### config.mk
export PLATFORM = sky130hd
export DESIGN_NAME = teclado_matrix_scan_flat
export DESIGN_NICKNAME = d
export VERILOG_FILES = /design/src/rtl/teclado_matrix_scan_if.sv /design/src/rtl/teclado_matrix_scan.sv /design/src/flat_wrapper.sv
export SDC_FILE = /design/constraint.sdc
export NUM_CORES = 1
export LEC_CHECK = 0
export ABC_AREA = 0
export CAP_MARGIN = 0
export CORE_UTILIZATION = 57
export CTS_CLUSTER_SIZE = 16
export DETAILED_ROUTE_END_ITERATION = 16
export PLACE_DENSITY = 0.87
export SLEW_MARGIN = 10
export SYNTH_ARGS = -nofsm -noshare
export SYNTH_HDL_FRONTEND = slang
export SYNTH_SLANG_ARGS = --single-unit
### constraint.sdc
create_clock -name clk -period 3.3 [get_ports clk]
set_input_delay 0.66 -clock clk [delete_from_list [all_inputs] [get_ports clk]]
set_output_delay 0.66 -clock clk [all_outputs]
set_load 0.02 [all_outputs]
### src/rtl/teclado_matrix_scan_if.sv
`default_nettype none
// ============================================================================
// Module   : teclado_matrix_scan_if
// Purpose  : Key-event valid/ready channel between the keypad scanner and
//            its consumer.
// Revision : 1.0 - initial release
// ============================================================================
interface teclado_matrix_scan_if #(
    parameter int CW = 4
);
    logic [CW-1:0] key_code;
    logic          key_valid;
    logic          key_ready;

    modport master (
        output key_code,
        output key_valid,
        input  key_ready
    );

    modport slave (
        input  key_code,
        input  key_valid,
        output key_ready
    );
endinterface
`default_nettype wire

### src/rtl/teclado_matrix_scan.sv
`default_nettype none
// ============================================================================
// Module   : teclado_matrix_scan
// Purpose  : Parametrised active-low keypad matrix scanner with frame debounce,
//            ghost rejection and a valid/ready key-event output.
//            Define KEY_REPEAT_EN to enable auto-repeat while a key is held.
// Revision : 1.0 - initial release
// ============================================================================
module teclado_matrix_scan #(
    parameter int N_ROWS          = 4,
    parameter int N_COLS          = 4,
    parameter int SCAN_DIV        = 50,
    parameter int DEBOUNCE_FRAMES = 3,
    parameter int REPEAT_DELAY    = 30,
    parameter int REPEAT_RATE     = 8
) (
    input  wire logic              clk,
    input  wire logic              rst,
    input  wire logic [N_ROWS-1:0] filas,
    output logic      [N_COLS-1:0] columnas,
    teclado_matrix_scan_if.master  key_if,
    output logic                   key_down,
    output logic                   multi_key,
    output logic                   overrun
);

    localparam int c_CW     = $clog2(N_ROWS * N_COLS);
    localparam int c_DW     = $clog2(SCAN_DIV);
    localparam int c_CIW    = $clog2(N_COLS);
    localparam int c_RW     = (N_ROWS > 1) ? $clog2(N_ROWS) : 1;
    localparam int c_FMAX0  = (DEBOUNCE_FRAMES > REPEAT_DELAY) ? DEBOUNCE_FRAMES : REPEAT_DELAY;
    localparam int c_FMAX   = (c_FMAX0 > REPEAT_RATE) ? c_FMAX0 : REPEAT_RATE;
    localparam int c_FW     = $clog2(c_FMAX + 1);

    localparam logic [c_DW-1:0]   c_DWELL_LAST = c_DW'(SCAN_DIV - 1);
    localparam logic [c_CIW-1:0]  c_COL_LAST   = c_CIW'(N_COLS - 1);
    localparam logic [N_COLS-1:0] c_COLS_RST   = {{(N_COLS-1){1'b1}}, 1'b0};
    localparam logic [c_FW-1:0]   c_DF         = c_FW'(DEBOUNCE_FRAMES);

    localparam logic [1:0] c_S_IDLE     = 2'd0;
    localparam logic [1:0] c_S_DEBOUNCE = 2'd1;
    localparam logic [1:0] c_S_PRESSED  = 2'd2;
    localparam logic [1:0] c_S_RELEASE  = 2'd3;

    logic [N_ROWS-1:0] r_filas_m;
    logic [N_ROWS-1:0] r_filas_s;
    logic [c_DW-1:0]   r_dwell;
    logic [c_CIW-1:0]  r_col;
    logic [N_COLS-1:0] r_columnas;
    logic [1:0]        r_nclos;
    logic [c_CW-1:0]   r_code;
    logic [1:0]        r_state;
    logic [c_CW-1:0]   r_cand;
    logic [c_FW-1:0]   r_cnt;
    logic              r_key_valid;
    logic [c_CW-1:0]   r_key_code;
    logic              r_overrun;
    logic              r_multi;

    logic              w_dwell_end;
    logic              w_last_col;
    logic              w_frame_end;
    logic [1:0]        w_col_cnt;
    logic [c_RW-1:0]   w_col_row;
    logic [c_CW-1:0]   w_sample_code;
    logic [1:0]        w_tot_cnt;
    logic [c_CW-1:0]   w_tot_code;
    logic              w_none;
    logic              w_single;
    logic              w_multi;
    logic [1:0]        w_state_nxt;
    logic [c_CW-1:0]   w_cand_nxt;
    logic [c_FW-1:0]   w_cnt_nxt;
    logic [c_FW-1:0]   w_cnt_inc;
    logic              w_emit;
    logic              w_emit_all;
    logic              w_accept;

    always_ff @(posedge clk) begin
        if (rst) begin
            r_filas_m <= '1;
            r_filas_s <= '1;
        end else begin
            r_filas_m <= filas;
            r_filas_s <= r_filas_m;
        end
    end

    assign w_dwell_end = (r_dwell == c_DWELL_LAST);
    assign w_last_col  = (r_col == c_COL_LAST);
    assign w_frame_end = w_dwell_end & w_last_col;

    // Column drive is a rotating zero kept in step with the column index.
    always_ff @(posedge clk) begin
        if (rst) begin
            r_dwell    <= '0;
            r_col      <= '0;
            r_columnas <= c_COLS_RST;
        end else if (w_dwell_end) begin
            r_dwell    <= '0;
            r_col      <= w_last_col ? '0 : r_col + 1'b1;
            r_columnas <= w_last_col ? c_COLS_RST : {r_columnas[N_COLS-2:0], 1'b1};
        end else begin
            r_dwell    <= r_dwell + 1'b1;
        end
    end

    assign columnas = r_columnas;

    always_comb begin
        w_col_cnt = 2'd0;
        w_col_row = '0;
        for (int r = 0; r < N_ROWS; r++) begin
            if (!r_filas_s[r]) begin
                if (w_col_cnt != 2'd2) w_col_cnt = w_col_cnt + 2'd1;
                w_col_row = c_RW'(r);
            end
        end
    end

    assign w_sample_code = c_CW'(int'(w_col_row) * N_COLS + int'(r_col));

    // Closure count saturates at 2: anything beyond one closure is MULTI.
    always_comb begin
        w_tot_cnt  = r_nclos;
        w_tot_code = r_code;
        if (w_dwell_end && (w_col_cnt != 2'd0)) begin
            if ((r_nclos == 2'd0) && (w_col_cnt == 2'd1)) begin
                w_tot_cnt  = 2'd1;
                w_tot_code = w_sample_code;
            end else begin
                w_tot_cnt  = 2'd2;
            end
        end
    end

    assign w_none   = (w_tot_cnt == 2'd0);
    assign w_single = (w_tot_cnt == 2'd1);
    assign w_multi  = (w_tot_cnt == 2'd2);

    always_ff @(posedge clk) begin
        if (rst || w_frame_end) begin
            r_nclos <= 2'd0;
            r_code  <= '0;
        end else if (w_dwell_end) begin
            r_nclos <= w_tot_cnt;
            r_code  <= w_tot_code;
        end
    end

    assign w_cnt_inc = r_cnt + 1'b1;

    always_ff @(posedge clk) begin
        if (rst) begin
            r_state <= c_S_IDLE;
            r_cand  <= '0;
            r_cnt   <= '0;
        end else begin
            r_state <= w_state_nxt;
            r_cand  <= w_cand_nxt;
            r_cnt   <= w_cnt_nxt;
        end
    end

    always_comb begin
        w_state_nxt = r_state;
        w_cand_nxt  = r_cand;
        w_cnt_nxt   = r_cnt;
        w_emit      = 1'b0;
        if (w_frame_end) begin
            case (r_state)
                c_S_IDLE: begin
                    if (w_single) begin
                        w_cand_nxt = w_tot_code;
                        if (DEBOUNCE_FRAMES == 1) begin
                            w_state_nxt = c_S_PRESSED;
                            w_cnt_nxt   = '0;
                            w_emit      = 1'b1;
                        end else begin
                            w_state_nxt = c_S_DEBOUNCE;
                            w_cnt_nxt   = c_FW'(1);
                        end
                    end
                end
                c_S_DEBOUNCE: begin
                    if (w_single && (w_tot_code == r_cand)) begin
                        w_cnt_nxt = w_cnt_inc;
                        if (w_cnt_inc == c_DF) begin
                            w_state_nxt = c_S_PRESSED;
                            w_cnt_nxt   = '0;
                            w_emit      = 1'b1;
                        end
                    end else begin
                        w_state_nxt = c_S_IDLE;
                        w_cnt_nxt   = '0;
                    end
                end
                c_S_PRESSED: begin
                    if (w_none) begin
                        if (DEBOUNCE_FRAMES == 1) begin
                            w_state_nxt = c_S_IDLE;
                            w_cnt_nxt   = '0;
                        end else begin
                            w_state_nxt = c_S_RELEASE;
                            w_cnt_nxt   = c_FW'(1);
                        end
                    end else if (w_single && (w_tot_code != r_cand)) begin
                        w_cand_nxt = w_tot_code;
                        if (DEBOUNCE_FRAMES == 1) begin
                            w_emit = 1'b1;
                        end else begin
                            w_state_nxt = c_S_DEBOUNCE;
                            w_cnt_nxt   = c_FW'(1);
                        end
                    end
                end
                c_S_RELEASE: begin
                    if (w_none) begin
                        w_cnt_nxt = w_cnt_inc;
                        if (w_cnt_inc == c_DF) begin
                            w_state_nxt = c_S_IDLE;
                            w_cnt_nxt   = '0;
                        end
                    end else begin
                        w_state_nxt = c_S_PRESSED;
                        w_cnt_nxt   = '0;
                    end
                end
                default: begin
                    w_state_nxt = c_S_IDLE;
                    w_cnt_nxt   = '0;
                end
            endcase
        end
    end

`ifdef KEY_REPEAT_EN
    localparam logic [c_FW-1:0] c_RDELAY = c_FW'(REPEAT_DELAY);
    localparam logic [c_FW-1:0] c_RRATE  = c_FW'(REPEAT_RATE);

    logic [c_FW-1:0] r_rep;
    logic            r_rep_late;
    logic [c_FW-1:0] w_rep_nxt;
    logic [c_FW-1:0] w_rep_inc;
    logic            w_rep_late_nxt;
    logic            w_rep_emit;

    assign w_rep_inc = r_rep + 1'b1;

    // r_rep_late selects the slower first interval until the first repeat.
    always_comb begin
        w_rep_nxt      = r_rep;
        w_rep_late_nxt = r_rep_late;
        w_rep_emit     = 1'b0;
        if ((r_state != c_S_PRESSED) || (w_state_nxt != c_S_PRESSED)) begin
            w_rep_nxt      = '0;
            w_rep_late_nxt = 1'b0;
        end else if (w_frame_end) begin
            if (w_single && (w_tot_code == r_cand)) begin
                if (w_rep_inc == (r_rep_late ? c_RRATE : c_RDELAY)) begin
                    w_rep_emit     = 1'b1;
                    w_rep_nxt      = '0;
                    w_rep_late_nxt = 1'b1;
                end else begin
                    w_rep_nxt      = w_rep_inc;
                end
            end else begin
                w_rep_nxt      = '0;
                w_rep_late_nxt = 1'b0;
            end
        end
    end

    always_ff @(posedge clk) begin
        if (rst) begin
            r_rep      <= '0;
            r_rep_late <= 1'b0;
        end else begin
            r_rep      <= w_rep_nxt;
            r_rep_late <= w_rep_late_nxt;
        end
    end

    assign w_emit_all = w_emit | w_rep_emit;
`else
    assign w_emit_all = w_emit;
`endif

    assign w_accept = r_key_valid & key_if.key_ready;

    always_ff @(posedge clk) begin
        if (rst) begin
            r_key_valid <= 1'b0;
            r_key_code  <= '0;
            r_overrun   <= 1'b0;
            r_multi     <= 1'b0;
        end else begin
            r_overrun <= 1'b0;
            r_multi   <= w_frame_end & w_multi;
            if (w_emit_all) begin
                if (!r_key_valid || w_accept) begin
                    r_key_valid <= 1'b1;
                    r_key_code  <= w_tot_code;
                end else begin
                    r_overrun   <= 1'b1;
                end
            end else if (w_accept) begin
                r_key_valid <= 1'b0;
            end
        end
    end

    assign key_if.key_valid = r_key_valid;
    assign key_if.key_code  = r_key_code;
    assign key_down         = (r_state == c_S_PRESSED) || (r_state == c_S_RELEASE);
    assign multi_key        = r_multi;
    assign overrun          = r_overrun;

endmodule
`default_nettype wire

### src/flat_wrapper.sv
// flat-port wrapper written by rule: the top's interface ports become plain ports
module teclado_matrix_scan_flat 
#(
    parameter int N_ROWS          = 4,
    parameter int N_COLS          = 4,
    parameter int SCAN_DIV        = 50,
    parameter int DEBOUNCE_FRAMES = 3,
    parameter int REPEAT_DELAY    = 30,
    parameter int REPEAT_RATE     = 8
)
  (clk, rst, filas, columnas, key_down, multi_key, overrun, key_if_key_code, key_if_key_valid, key_if_key_ready);
  teclado_matrix_scan_if #(.CW(4)) key_if_i ();
  input  wire logic clk;
  input  wire logic rst;
  input  wire logic [N_ROWS-1:0] filas;
  output logic      [N_COLS-1:0] columnas;
  output logic key_down;
  output logic multi_key;
  output logic overrun;
  output wire logic [$bits(key_if_i.key_code)-1:0] key_if_key_code;
  output wire logic [$bits(key_if_i.key_valid)-1:0] key_if_key_valid;
  input wire logic [$bits(key_if_i.key_ready)-1:0] key_if_key_ready;
  assign key_if_key_code = key_if_i.key_code;
  assign key_if_key_valid = key_if_i.key_valid;
  assign key_if_i.key_ready = key_if_key_ready;
  teclado_matrix_scan #(.N_ROWS(N_ROWS), .N_COLS(N_COLS), .SCAN_DIV(SCAN_DIV), .DEBOUNCE_FRAMES(DEBOUNCE_FRAMES), .REPEAT_DELAY(REPEAT_DELAY), .REPEAT_RATE(REPEAT_RATE)) u_core (.clk(clk), .rst(rst), .filas(filas), .columnas(columnas), .key_if(key_if_i), .key_down(key_down), .multi_key(multi_key), .overrun(overrun));
endmodule
==> summary.md, run 1 <==
| Metric | Value |
|---|---|
| Initial drt markers | 124 |
| Total power density per cell area | approximately 360 nW/um^2 |
| # DRC | 0 |
| Total clock buffers created by CTS | 5 |
| TritonCTS clock tree | built |
| Count of inserted antenna diode cells | 0 |
| Peak supply drop | 280.6 uV |
| Sequential share of the synthesized area | about 38% |
| Total of buffers placed on input and output ports | 18 |
| P_sw | about 0.00023 W |
| Initial cell density of the core | 61.55% |
| Number of flops mapped to enable cells by yosys | 0 |
| Number of vias after detailed routing | between 1500 and 2000 |
| Slowest stage delay, CP | roughly 0.42 ns |
| Number of hold-repair buffers added at the cts stage | 0 |
| Internal Power | around 0.00074 W |
| Hold WC Path Type | reg2reg |
| Deepest level of the CTS H-tree | 2 |
| Total power of the final layout | 0.0009727 W |
| Clock skew after layout | between 0.005 and 0.006 ns |
| Critical path endpoint category | flop |
| Area share of the largest cell type after synthesis | roughly 38% |
| Category of the critical setup timing path | reg2reg |
| Time the worst path needs with I/O delays and setup | 3.166 ns |
| Post-Syn Instances | 250 |
| Critical path's most frequent cell | mux2i_4 |
| Final Max Tran Viols | 0 |
| Worst-margin pin slew | around 0.64 ns |
| LEAKAGE | ~1.1 nW |
| Count of distinct cell types in the synthesized netlist | 54 |
| Seq cells post-synth | between 40 and 50 |
| CP Launch Type | flop |
| Routability Congestion | around 0.87 |
| Length of the first detailed-routing pass in iterations | 4 |
| Routed len/inst | about 15 um |
| Internal reg-to-reg setup slack | 0.13 ns |
| DIE AREA | ~4300 um^2 |
| Leading register cell type out of synthesis | dfxtp_1 |
| Ratio of routed vias to standard cells | 5.905 |
| Routed WL | between 4 and 5 mm |
| Synthesis-to-layout area growth | 17.74% |
| Worst Reg-to-Reg Cells | 13 |
| Count of cells along the worst hold path | 1 |
| Clock slew at reported path FFs | approximately 0.08 ns |
| Slowest-stage cell, CP | o311ai_4 |
| Count of endpoints failing hold in the final timing report | 0 |
| Layout cell share with drive strength beyond 1 | 16.55% |
| Most area-hungry cell type in the Yosys netlist | dfxtp_1 |
| List of most frequent post-synthesis cells | dfxtp_1, nor2_1, a21oi_1 |
| Number of filler instances in the final layout | 268 |
| Post-DP HPWL | between 3 and 4 mm |
| Final core utilization | slightly above 70% |
| Part of the power in registers | a little under three fifths |
| Max-slew headroom at the worst pin | a little under three fifths |
| Critical path data arrival time | 3.35 ns |
| Run status | finished clean |
| Net Count, Synth | between 200 and 300 |
| Number of antenna violations at the first check in global routing | 0 |
| Die height | roughly 66 um |
| Fin worst setup slack | 0.1342 ns |
| Share of the clock period used by the worst path after layout | between 90% and 100% |
| Number of nets at the end of the flow | ~290 |
| Setup TNS | 0 ns |
| Number of nets with antenna violations after routing | 0 |
| Maximum root-to-sink buffer count | 2 |
| Max-cap check violation count | 0 |
| Syn Std Cell Area | around 2300 um^2 |
| Gr usage total | approximately a quarter |
| Pin count of the biggest net entering global routing | 35 |
| Origin of the critical flop-to-flop path | u_core.r_filas_s[0] |
| First-pass GRT wire length | just over 8 mm |
| Vias in the first global route | about 1800 |
| # clock sinks | 44 |
| Total setup violations reported at the end of the flow | 0 |
| Source of the critical timing path | u_core.r_filas_s[0] |
| Achievable Freq | about 320 MHz |
| CP required | ~3.5 ns |
| Dominant cell by count in the synthesized netlist | dfxtp_1 |
| Switching part of the total | 23.45% |
| Worst slack at placement | -0.04021 ns |
| Proportion of synthesized flip-flops having asynchronous set or reset | 0% |
| Clock latency at the later pin of the worst-skew pair | 0.30 ns |
| Maximum fanout count along the critical path | 7 |
| Top Ports | 19 |
| Synth warn | 0 |
| Global route overflow | 0 |
| Leading post-synthesis cells by cell area | dfxtp_1, ha_1, nor2_1 |
| Post-Synthesis Mean Instance Area | a little over 9 um^2 |
| Combinational group share of total power | about 7.6% |
| Standard cell core area | between 3000 and 4000 um^2 |
| Hold path startpoint | u_core.r_filas_m[0] |
| Clk pwr share | about 36% |
| Num rows | 22 |
| Chip Width | between 60 and 70 um |
| Root buf cell | clkbuf_8 |
| Ordered list of cells on the worst path | inv_1, ha_4, mux2i_4, ha_1, nor2b_1, a31oi_4, nand3_4, buf_6, mux2i_4, buf_4, o311ai_4, mux2i_1, nor2_1 |
==> stage by stage <==
step                instance area (um^2)  hold slack, ns  std cells
detailed placement                  2564          0.3928        312
global route                        2733          0.4251        326
floorplan                           2321          0.3895        250
CTS                                 2658          0.4119        320
global placement                    2564          0.3907        312
finish                              2733          0.4106        326
==> power by group through the flow <==
stage | sequential (W) | combinational [W] | clock [W]
after floorplan | 0.000555 | 0.0000494 | 0
final | 0.000546 | 0.0000740 | 0.000353
after global placement | 0.000558 | 0.0000624 | 0
after global routing | 0.000547 | 0.0000794 | 0.000380
after detailed placement | 0.000558 | 0.0000650 | 0
after CTS | 0.000546 | 0.0000655 | 0.000355
==> registers in the layout, summed over array words and instances, names as in the netlist, 4 cells and up <==
| name | cells |
|---|---|
| u_core.r_cnt | 5 |
| u_core.key_if.key_code | 4 |
| u_core.r_filas_m | 4 |
| u_core.r_cand | 4 |
| u_core.r_filas_s | 4 |
| u_core.r_dwell | 6 |
| u_core.columnas | 4 |
| u_core.r_code | 4 |
==> cell families after synthesis <==
group	share of synthesized area, %
muxes	5.552
and+or+nand+nor	23.94
DFF	37.95
AOI/OAI and AO/OA	19.84
adders and majority gates	5.391
xor gates and xnor gates	3.396
buffers and inverters	3.935
==> what timing repair did <==
action                                  in CTS  in global routing
setup buffers                                0                  6
endpoints found under the setup margin       4                 17
pin swaps                                    1                  1
gates resized for setup                      0                  4
==> placed cells by master (no fill, tap or decap), types with 2 or more instances in the layout <==
| cell | instances |
|---|---|
| a32oi_1 | 3 |
| o21ai_0 | 7 |
| nand2b_1 | 6 |
| mux2i_1 | 7 |
| nor3_1 | 12 |
| mux2i_4 | 2 |
| buf_4 | 11 |
| nand3_1 | 10 |
| a221oi_1 | 2 |
| xor2_1 | 5 |
| mux2_2 | 2 |
| a21oi_1 | 14 |
| dfxtp_1 | 44 |
| ha_1 | 9 |
| or2_2 | 8 |
| clkbuf_8 | 6 |
| nand2_1 | 13 |
| nor3b_1 | 2 |
| xnor2_1 | 4 |
| a21o_1 | 2 |
| o211ai_1 | 6 |
| and2_1 | 2 |
| a211oi_1 | 4 |
| and3_1 | 2 |
| clkdlybuf4s50_1 | 18 |
| nor2b_1 | 10 |
| nor2_1 | 24 |
| inv_1 | 13 |
==> routing by layer <==
layer / GRT usage (%) / routed length [um] / share of wire [%] / vias to the layer above
met3: 4.483 / 229 / 4.7 / 10
li1: - / - / - / 942
met4: 9.783 / 78 / 1.6 / 0
met2: 42.73 / 2408 / 49 / 64
met5: 0 / 0 / 0 / -
met1: 29.62 / 2170 / 44 / 909
==> layout make-up <==
cell class	count	area (um^2)	share of cell area (%)
Clock buffer	7	86.33	3.159
Clock inverter	1	7.507	0.2747
Inverter	13	48.80	1.786
Multi-Input combinational cell	183	1375	50.32
Sequential cell	44	880.8	32.23
Tap cell	48	60.06	2.198
Timing Repair Buffer	30	274.0	10.03
==> worst max-delay path, delay by kind of cell, from the launching register on <==
family / cells / cell delay [ns]
AO/OA/AOI/OAI: 2 / 0.69
multiplexers: 3 / 0.64
adder cells (fa/ha/maj): 2 / 0.53
buffers and inverters: 3 / 0.45
AND/OR/NAND/NOR: 3 / 0.37
flip-flops: 1 / 0.36
==> final timing paths <==
| check | endpoint |
|---|---|
| setup / recovery | u_core.r_cand[3] |
| hold / removal | u_core.r_filas_s[0] |
| hold reg to reg | u_core.r_filas_s[0] |
| setup reg to reg | u_core.r_cand[3] |
Note: power is estimated with default switching activity, not from simulation.
==> inputs of run 2 (changes only) <==
TNS_END_PERCENT = 1   (was default)
==> results of run 2 <==
Final layout, timing and power as in run 1 (identical DEF).
==> inputs of run 3 (changes only) <==
CORE_MARGIN = 4   (was default)
CORE_UTILIZATION = 52   (was 57)
PLACE_DENSITY = 0.84   (was 0.87)
clock period = 2.7 ns   (was 3.3 ns; I/O delays follow)
==> run 3 against run 2 <==
  * The flow now finishes with violations (setup timing)
  * Register-to-register slack worse by 0.30 ns
  * Flip-flop and latch count stayed put
  * Fmax is 10% higher
  * Sequential power rose by 22%
  * First-iteration DRC count increased by 21%
  * Cell count rose by 6.4%
  * Utilization fell by 5.3 points
  * Clock power is 15% higher
  * Worst setup slack worse by 0.30 ns
  * Power rose by 21%
==> summary.md, run 3 (synthesized netlist as in run 1, its figures left out) <==
| Metric | Value |
|---|---|
| Total power of the final layout | about 0.0012 W |
| Worst slack at placement | -0.2124 ns |
| Minimum hold slack | ~0.42 ns |
| Total of buffers placed on input and output ports | 18 |
| Setup TNS | -1.627 ns |
| Max-cap check violation count | 0 |
| Most common cell after layout, fill and taps aside | dfxtp_1 |
| Internal reg-to-reg setup slack | -0.17 ns |
| Flip-flop count of the largest register after layout | 6 |
| Vias in the first global route | 1950 |
| Clock slew at reported path FFs | 0.08 ns |
| Global route overflow | 0 |
| Total setup violations reported at the end of the flow | 15 |
| # DRC | 0 |
| Gr usage total | about a fifth |
| Synthesis-to-layout area growth | 25.18% |
| Peak supply drop | 351.6 uV |
| Chip Width | around 75 um |
| Hold WC Path Type | reg2reg |
| Die height | ~75 um |
| CP required | ~2.9 ns |
| Routability Congestion | about 0.81 |
| Final Max Tran Viols | 0 |
| Routed WL | around 5 mm |
| Number of filler instances in the final layout | 338 |
| Hold path startpoint | u_core.r_filas_m[1] |
| Top Ports | 19 |
| Achievable Freq | approximately 350 MHz |
| Time the worst path needs with I/O delays and setup | between 2 and 3 ns |
| Num rows | 24 |
| Length of the first detailed-routing pass in iterations | 4 |
| Deepest level of the CTS H-tree | 2 |
| DIE AREA | 5597 um^2 |
| Run status | complete, but fails checks |
| Worst-margin pin slew | ~0.44 ns |
| Source of the critical timing path | u_core.r_filas_s[0] |
| Fin worst setup slack | -0.1689 ns |
| Worst Reg-to-Reg Cells | 12 |
| Largest reg by FF count | u_core.r_dwell |
| Slowest-stage cell, CP | o32a_4 |
| First-pass GRT wire length | 8.707 mm |
| Unrepaired setup endpoints after global routing | true |
| Ordered list of cells on the worst path | inv_2, ha_4, mux2i_4, ha_4, nor2b_4, a31oi_4, nand3_4, o32a_4, o31a_1, buf_4, o211ai_1, a21oi_1 |
| Category of the critical setup timing path | reg2reg |
| Standard cell core area | approximately 4300 um^2 |
| Number of vias after detailed routing | roughly 1900 |
| Layout cell share with drive strength beyond 1 | between 20% and 30% |
| Root buf cell | clkbuf_8 |
| Count of inserted antenna diode cells | 0 |
| Critical path endpoint category | flop |
| Worst R2R End | u_core.r_cnt[2] |
| Most used cells in the layout excluding fill and tap cells | dfxtp_1, buf_4, nor2_1 |
| Crit path to | u_core.r_cnt[2] |
| Maximum fanout count along the critical path | 6 |
| Ratio of routed vias to standard cells | 5.533 |
| Crit path buf inv count | 2 |
| Total clock buffers created by CTS | 5 |
| Critical path data arrival time | just over 3 ns |
| Number of nets with antenna violations after routing | 0 |
| Failing checks | setup timing |
| Family with the most delay on the worst path | compound AO/OA/AOI/OAI gates |
| CP Launch Type | flop |
| Number of cells on the critical path | 12 |
| Routed len/inst | approximately 14 um |
| Share of the clock period used by the worst path after layout | 106.3% |
| Clock latency at the later pin of the worst-skew pair | 0.29 ns |
| Initial drt markers | 150 |
| Number of nets at the end of the flow | around 310 |
| Pin count of the biggest net entering global routing | 35 |
| Origin of the critical flop-to-flop path | u_core.r_filas_s[0] |
| Count of endpoints failing hold in the final timing report | 0 |
| Largest registers | u_core.r_dwell: 6 flops, u_core.r_cnt: 5 flops |
| Maximum root-to-sink buffer count | 2 |
| Number of antenna violations at the first check in global routing | 0 |
| # clock sinks | 44 |
| Total power density per cell area | 404.0 nW/um^2 |
| Slowest stage delay, CP | 0.46 ns |
| Initial cell density of the core | 53.67% |
| TritonCTS clock tree | built |
| Clock skew after layout | 0.008221 ns |
| Critical path's most frequent cell | ha_4 |
| Max-slew headroom at the worst pin | 70.86% |
| LEAKAGE | roughly 1.2 nW |
| Post-DP HPWL | approximately 3.6 mm |
==> run 3: changes by cell type in the layout (fill, tap and decap cells not counted), sizes merged <==
cell and change:
clkbuf -1, clkinv +1, buf +17
==> run 3: how the worst min path moves through the flow <==
stage | endpoint | slack [ns] | depth (start not counted)
detailed placement | u_core.r_filas_s[1] | 0.40 | 1
global route | u_core.r_filas_s[1] | 0.43 | 1
floorplan | u_core.r_filas_s[0] | 0.39 | 1
global placement | u_core.r_filas_s[0] | 0.39 | 1
finish | u_core.r_filas_s[1] | 0.42 | 1
CTS | u_core.r_filas_s[1] | 0.42 | 1
==> run 3: cell type report <==
type,instances,area (um^2),area share [%]
Clock buffer,6,72.57,2.498
Clock inverter,2,16.27,0.5599
Inverter,13,48.80,1.680
Multi-Input combinational cell,183,1399,48.15
Sequential cell,44,885.9,30.49
Tap cell,52,65.06,2.239
Timing Repair Buffer,47,417.9,14.38
==> run 3: per-layer routing <==
metal / vias up / part of all wire, % / GRT usage, %
met2: 35 / 50 / 35.22
met5: - / 0 / 0
met4: 0 / 0.96 / 4.941
met3: 7 / 3.2 / 5.474
met1: 906 / 46 / 24.63
li1: 972 / - / -
==> run 3: repair_timing <==
action,CTS,global route
gates resized for setup,3,4
pin swaps,7,4
endpoints found under the setup margin,17,17
setup buffers,1,2
hold buffers,0,0
==> run 3: power by group <==
| group | internal, W | switching (W) | total (W) |
|---|---|---|---|
| registers | 0.000657 | 0.00000895 | 0.000666 |
| logic | 0.0000536 | 0.0000493 | 0.000103 |
| clock network | 0.000184 | 0.000221 | 0.000405 |
==> run 3: worst register-to-register path: cells and delay by family, from the launching register on <==
kind | cells | cell delay, ns
buffers and inverters | 2 | 0.21
and+or+nand+nor | 2 | 0.26
muxes | 1 | 0.18
adders and majority gates | 2 | 0.47
AOI/OAI and AO/OA | 5 | 1.27
DFF | 1 | 0.35
==> run 3: stage by stage <==
step,instances,utilization [%],area [um^2]
final,347,67.19,2905
after global routing,347,67.19,2905
after CTS,345,66.49,2875
after detailed placement,336,63.89,2763
after global placement,336,63.89,2763
after floorplan,250,-,2352
